[src/rtl/fifo_pkg.sv]
// Shared FIFO defaults, used by the FIFO controller and the memory block it addresses.
package fifo_pkg;

  localparam int unsigned FifoAddrWidth = 8;
  localparam int unsigned FifoAeLevel   = 2;

  // almost_full threshold sits two entries below the top of the FIFO.
  function automatic int unsigned fifo_af_default(int unsigned addr_width);
    return (32'd1 << addr_width) - 32'd2;
  endfunction

endpackage

[src/rtl/fifo_ptr_counter.sv]
// Wrapping address counter with enable and asynchronous active-high reset.
module fifo_ptr_counter #(
  parameter int unsigned WIDTH = 8
) (
  input  logic             clk,
  input  logic             reset,
  input  logic             en,
  output logic [WIDTH-1:0] count
);

  logic [WIDTH-1:0] count_q, count_d;

  // Natural binary overflow gives the modulo-2**WIDTH wrap.
  always_comb begin
    count_d = count_q;
    if (en) begin
      count_d = count_q + 1'b1;
    end
  end

  always_ff @(posedge clk or posedge reset) begin
    if (reset) begin
      count_q <= '0;
    end else begin
      count_q <= count_d;
    end
  end

  assign count = count_q;

endmodule

[src/rtl/fifo_control.sv]
// FIFO control path: pointers, occupancy count, status and sticky error flags.
module fifo_control
  import fifo_pkg::*;
#(
  parameter int unsigned ADDR_WIDTH = FifoAddrWidth,
  parameter int unsigned AF_LEVEL   = fifo_af_default(ADDR_WIDTH),
  parameter int unsigned AE_LEVEL   = FifoAeLevel
) (
  input  logic                  clk,
  input  logic                  reset,
  input  logic                  push,
  input  logic                  pop,
  output logic                  wr_en,
  output logic                  rd_en,
  output logic [ADDR_WIDTH-1:0] wr_ptr,
  output logic [ADDR_WIDTH-1:0] rd_ptr,
  output logic [ADDR_WIDTH:0]   fifo_count,
  output logic                  full,
  output logic                  empty,
  output logic                  almost_full,
  output logic                  almost_empty,
  output logic                  overflow,
  output logic                  underflow
);

  localparam logic [ADDR_WIDTH:0] DepthVal = {1'b1, {ADDR_WIDTH{1'b0}}};
  localparam logic [ADDR_WIDTH:0] AfLevel  = AF_LEVEL[ADDR_WIDTH:0];
  localparam logic [ADDR_WIDTH:0] AeLevel  = AE_LEVEL[ADDR_WIDTH:0];

  logic [ADDR_WIDTH:0] count_q, count_d;
  logic                overflow_q, overflow_d;
  logic                underflow_q, underflow_d;

  assign full         = (count_q == DepthVal);
  assign empty        = (count_q == '0);
  assign almost_full  = (count_q >= AfLevel);
  assign almost_empty = (count_q <= AeLevel);

  // A simultaneous pop frees the slot being written, so a full FIFO still accepts push+pop.
  assign wr_en = ~reset & push & (~full | pop);
  assign rd_en = ~reset & pop & ~empty;

  always_comb begin
    count_d     = count_q;
    overflow_d  = overflow_q | (push & full & ~pop);
    underflow_d = underflow_q | (pop & empty);
    unique case ({wr_en, rd_en})
      2'b10:   count_d = count_q + 1'b1;
      2'b01:   count_d = count_q - 1'b1;
      default: count_d = count_q;
    endcase
  end

  always_ff @(posedge clk or posedge reset) begin
    if (reset) begin
      count_q     <= '0;
      overflow_q  <= 1'b0;
      underflow_q <= 1'b0;
    end else begin
      count_q     <= count_d;
      overflow_q  <= overflow_d;
      underflow_q <= underflow_d;
    end
  end

  assign fifo_count = count_q;
  assign overflow   = overflow_q;
  assign underflow  = underflow_q;

  fifo_ptr_counter #(
    .WIDTH(ADDR_WIDTH)
  ) u_wr_ptr (
    .clk  (clk),
    .reset(reset),
    .en   (wr_en),
    .count(wr_ptr)
  );

  fifo_ptr_counter #(
    .WIDTH(ADDR_WIDTH)
  ) u_rd_ptr (
    .clk  (clk),
    .reset(reset),
    .en   (rd_en),
    .count(rd_ptr)
  );

endmodule

[config.mk]
export PLATFORM = sky130hd
export DESIGN_NAME = fifo_control
export DESIGN_NICKNAME = d
export VERILOG_FILES = /design/src/rtl/fifo_pkg.sv /design/src/rtl/fifo_ptr_counter.sv /design/src/rtl/fifo_control.sv
export SDC_FILE = /design/constraint.sdc
export NUM_CORES = 1
export LEC_CHECK = 0
export CORE_ASPECT_RATIO = 0.75
export CORE_UTILIZATION = 44
export CTS_CLUSTER_DIAMETER = 150
export DETAILED_ROUTE_END_ITERATION = 10
export PLACE_DENSITY_LB_ADDON = 0.08
export SYNTH_ARGS = -nofsm -noshare
export SYNTH_HDL_FRONTEND = slang
export SYNTH_HIERARCHICAL = 1
export SYNTH_SLANG_ARGS = --single-unit
[constraint.sdc]
create_clock -name clk -period 3.4 [get_ports clk]
set_clock_uncertainty 0.2 [all_clocks]
set_input_delay 0.68 -clock clk [delete_from_list [all_inputs] [get_ports clk]]
set_output_delay 0.68 -clock clk [all_outputs]
set_load 0.03 [all_outputs]
; Word-level counts from Yosys, hierarchy flattened
; Index checks and enable logic that the tools add are counted.
[classes]
add_sub_neg = 4
multipliers = 0
n_div = 0
magnitude_cmp = 2
n_eq_ne = 3
shift = 0
n_mux = 1
bitwise = 14
n_reduce_logical = 2
[ops]
columns = operator, count
row1 = 9-bit one-hot mux with 2 select lines, 1
row2 = "8-bit by 1-bit adder with 8-bit output, second input constant", 2
row3 = "9-bit by 1-bit adder with 9-bit output, second input constant", 1
row4 = "9-bit == test, second input constant", 1
row5 = "9-bit by 8-bit greater-or-equal comparator with 1-bit output, second input constant", 1
row6 = "9-bit by 2-bit less-or-equal comparator with 1-bit output, second input constant", 1
row7 = 9-bit zero test, 1
row8 = "9-bit by 1-bit subtractor with 9-bit output, second input constant", 1
row9 = 1-bit AND, 7
row10 = 1-bit NOT, 4
row11 = 1-bit OR, 3
row12 = "2-bit by 1-bit == test with 1-bit output, second input constant", 1
row13 = "2-bit == test, second input constant", 1
row14 = 2-bit nonzero test, 1
[word_totals]
ff_bits = 27
latchBits = 0
ramBits = 0
romBits = 0
input_bits = 4
out_inout_bits = 33
wordCells = 31
n_memories = 0

; Longest topological paths before layout
[logic_depth]
ltp_word = 6
ltp_mapped = 11
depth_no_buf = 11

; Cells and area by module
; Netlist, hierarchy kept.
[modules_own_cells]
columns = mod, instances, cells_per_inst, area_each_um2, seq_area_each_um2
row1 = fifo_control, 1, 95, 839.6, 275.3
row2 = fifo_ptr_counter, 2, 27, 345.3, 200.2

; Worst setup path after synthesis
; No wires, ideal clock.
[synth_timing]
path_kind = reg2reg
from = register count_q[6], in the netlist fifo_count[6]
to = register count_q[8], in the netlist fifo_count[8]
setup_time_ns = 0.141
t_arrival_ns = 4.026
required_ns = 3.059
setup_slack_ns = -0.967
path_stages_with_launch = 12
path_buffers = 0
period_less_slack_ns = 4.367
cell_sequence = dfrtp_1 > nor4_1 > nand2_1 > nor4_2 > nor3b_1 > ha_1 > ha_1 > and3_1 > a221o_1 > a21oi_2 > mux2i_1 > o32ai_1
[synth_via]
word_cells_on_any_way = 13
classes_between = add/sub (2) / eq/ne (3) / mux (1) / bitwise (5) / reduce/logical (2)
[synth_rtl]
columns = element, line
row1 = from (decl), fifo_control.sv:30  ; logic [ADDR_WIDTH:0] count_q, count_d;
row2 = from (signal assigned), fifo_control.sv:60  ; count_q <= count_d;
row3 = 9-bit zero test *, fifo_control.sv:35  ; assign empty = (count_q == '0);
row4 = net empty, fifo_control.sv:19  ; output logic empty,
row5 = 1-bit NOT *, fifo_control.sv:41  ; assign rd_en = ~reset & pop & ~empty;
row6 = 1-bit AND *, fifo_control.sv:41
row7 = net rd_en, fifo_control.sv:14  ; output logic rd_en,
row8 = 2-bit by 1-bit == test with 1-bit output / 2-bit == test (equally long branches), fifo_control.sv:47  ; unique case ({wr_en, rd_en})
row9 = 9-bit one-hot mux with 2 select lines / 2-bit nonzero test (equally long branches), -
; Mark *: on every way through the listed nets, which the timed path passes. The rest lies on a longest branch.
; A chain may end at the register's enable or synchronous reset.

; Worst setup path in the final report
[layout_timing]
from = register count_q[7], in the netlist fifo_count[7]
to = output port rd_en
[layout_via]
elab_chain_cells = 3
[layout_rtl]
columns = element, line
row1 = 9-bit zero test, fifo_control.sv:35
row2 = 1-bit NOT, fifo_control.sv:41
row3 = 1-bit AND, fifo_control.sv:41
row4 = to (decl), fifo_control.sv:14
; Every way passes these cells.

==> results.yml <==
final_layout:
  fill_cells: 271
  final_nets: 216
  finish.utilization: 0.645
  instances_no_fill: 240
  num_antenna_cells: 0
  syn2layout_area_growth_pct: 39.5
  drive_gt1_frac: 0.180
  stdcell_area_sq_um: 2130
floorplanning:
  dieArea_sq_um: 3720
  dieHeight_microns: 53.1
  initial_utilization: 0.462
  die_x_microns: 70.1
  fp-row-count: 18
  core_area_sq_um: 3310
  ios: 37
setup_path:
  crit_buf_inv: 2
  arrival_ns: 2.37
  cp_top_family: "simple AND/OR/NAND/NOR gates"
  required_ns: 2.52
  crit_chain: "nor4_2 -> nand2_1 -> nor4_4 -> nor3b_4 -> buf_4 -> clkdlybuf4s50_1"
  reg2reg_from: "fifo_count[7]"
  crit_path_top_delay_cell: "clkdlybuf4s50_1"
  timing.rr.end: "fifo_count[8]"
  crit_path_end_kind: "primary output"
  cpPeakStageDelay_ns: 0.59
  path_depth: 6
  path_max_fanout: 7
  reg2regPathDepth: 11
  worstSetupStartpoint: "fifo_count[7]"
  criticalPathCategory: "reg -> out"
  ff2ff_setup_slack_ns: 0.15
  critPathLaunchType: "register"
sta:
  final-hold-violation-count: 0
  whs_ns: 0.260
  max_freq_mhz: 307
  fin_crit_sh: 0.957
  setup_slack_ns: 0.148
  tns_ns: 0
  setup_viol: 0
  slew_violations: 0
  tightest_slew_ns: 0.341
  min_period_ns: 3.25
  rsz0062_at_grt: "false"
  relSlewSlack: 0.772
logic_synthesis:
  ys_ff_latch: 27
  syn_inst: 149
  yosys.area.top_type: "dfrtp_1"
  yosysTopAreaCellShare: 0.442
  synth_nets: 164
  ys_warn_count: 6
  synth_ff_type: "dfrtp_1"
  synth_common_cells: "dfrtp_1, nand2_1, xnor2_1"
  syn_area_sq_um: 1530
  ys_seq_area_frac: 0.442
  synthArstFlopShare: 1.00
  syn_avg_cell_area_sq_um: 10.3
  synth_edf_count: 0
  synth_most_common_cell: "dfrtp_1"
  yosysUniqueCellTypes: 34
  synth.area.top_cells: "dfrtp_1, ha_1, xnor2_1"
placement:
  placed_area_sq_um: 2090
  pre_cts_ws_ns: 0.0154
  place.port_buffers: 36
  dp.cells: 236
  dp_hpwl_microns: 2690
  gp_congestion: 0.878
worst_hold_path:
  min_from: "overflow"
  hp-class: "reg -> reg"
  hold_depth: 1
  hold_end: "overflow"
pwr:
  p_leak_nw: 0.947
  power.total_mw: 1.96
  power.density_nw_per_um2: 919
  vdd.ir_drop.worst_uv: 475
clock_network:
  cts_tree: "done"
  htree_levels: 1
  ctsLongestPathBuffers: 2
  root_buffer: "clkbuf_8"
  cts.sinks: 27
  path_clk_slew_ns: 0.08
  clock_latency_ns: 0.26
  numCtsBuffers: 3
global_route:
  overflow: 0
  grt_pass1_vias: 1186
  grt_pass1_wl_microns: 5440
  antenna_found_initial: 0
  grt_max_degree: 19
  grt_use_total: 0.192
route:
  postRouteAntennaNets: 0
  drt-total-wl_microns: 3450
  vias: 1285
  dr.pass1.iters: 4
  drt-initial-drc-count: 44
  drc: 0
  wl_per_cell_microns: 14.4
  vias_per_cell: 5.35
job:
  maxCapViolations: 0
outcome:
  status: "finished clean"
-- state kept, by name, indices dropped and copies added, names as in the netlist --
name	flops
fifo_count	9
u_rd_ptr/count	8
u_wr_ptr/count	8
overflow	1
underflow	1
-- layout by cell type (no fill, tap or decap), drive strengths merged, types with 6 or more instances in the layout --
cell / count
buf: 14
xnor2: 12
inv: 8
clkdlybuf4s50: 35
nand4: 8
nand2: 16
nor3: 6
dfrtp: 27
o21ai: 7
nor2: 9
ha: 10
xor2: 10
a21oi: 7
-- kinds of logic after synthesis --
logic type	Yosys count	share of synthesized area
simple gates	47	0.165
flops	27	0.442
buf+inv	10	0.0245
compound gates	28	0.119
mux	4	0.0286
fa+ha+maj	11	0.0948
xor+xnor	22	0.126
-- power breakdown --
part           switching [mW]  leakage, nW  total [mW]  internal, mW
Sequential              0.166        0.336       0.617         0.451
Combinational           0.644        0.588        1.17         0.524
Clock                  0.0916       0.0228       0.175        0.0838
-- per-layer routing --
| layer | vias up | global-route usage | share of wire |
|---|---|---|---|
| met5 | - | 0 | 0 |
| met4 | 0 | 0.0367 | 0.0049 |
| met3 | 6 | 0.0514 | 0.056 |
| met2 | 45 | 0.303 | 0.43 |
| met1 | 599 | 0.266 | 0.51 |
| li1 | 635 | - | - |
-- timing repair --
action | CTS | global route
setup buffers | 0 | 0
endpoints found under the setup margin | 0 | 1
resized for setup | 0 | 1
hold buffers | 0 | 0
-- area by class of cell --
cell class                 instances  area [sq um]  share of cell area
multi-input combinational        112           875               0.410
tap                               40          50.0              0.0234
sequential                        27           679               0.318
inverter                           8          30.0              0.0141
timing repair buffer              49           455               0.213
clock buffer                       4          45.0              0.0211
-- worst max-delay path by stage --
stage / to / slack, ns
finish: rd_en / 0.15
global placement: fifo_count[8] / 0.08
floorplan: fifo_count[8] / -0.22
CTS: rd_en / 0.14
detailed placement: fifo_count[7] / 0.02
global route: fifo_count[8] / 0.05
No activity file was read; power rests on OpenSTA's default activity.
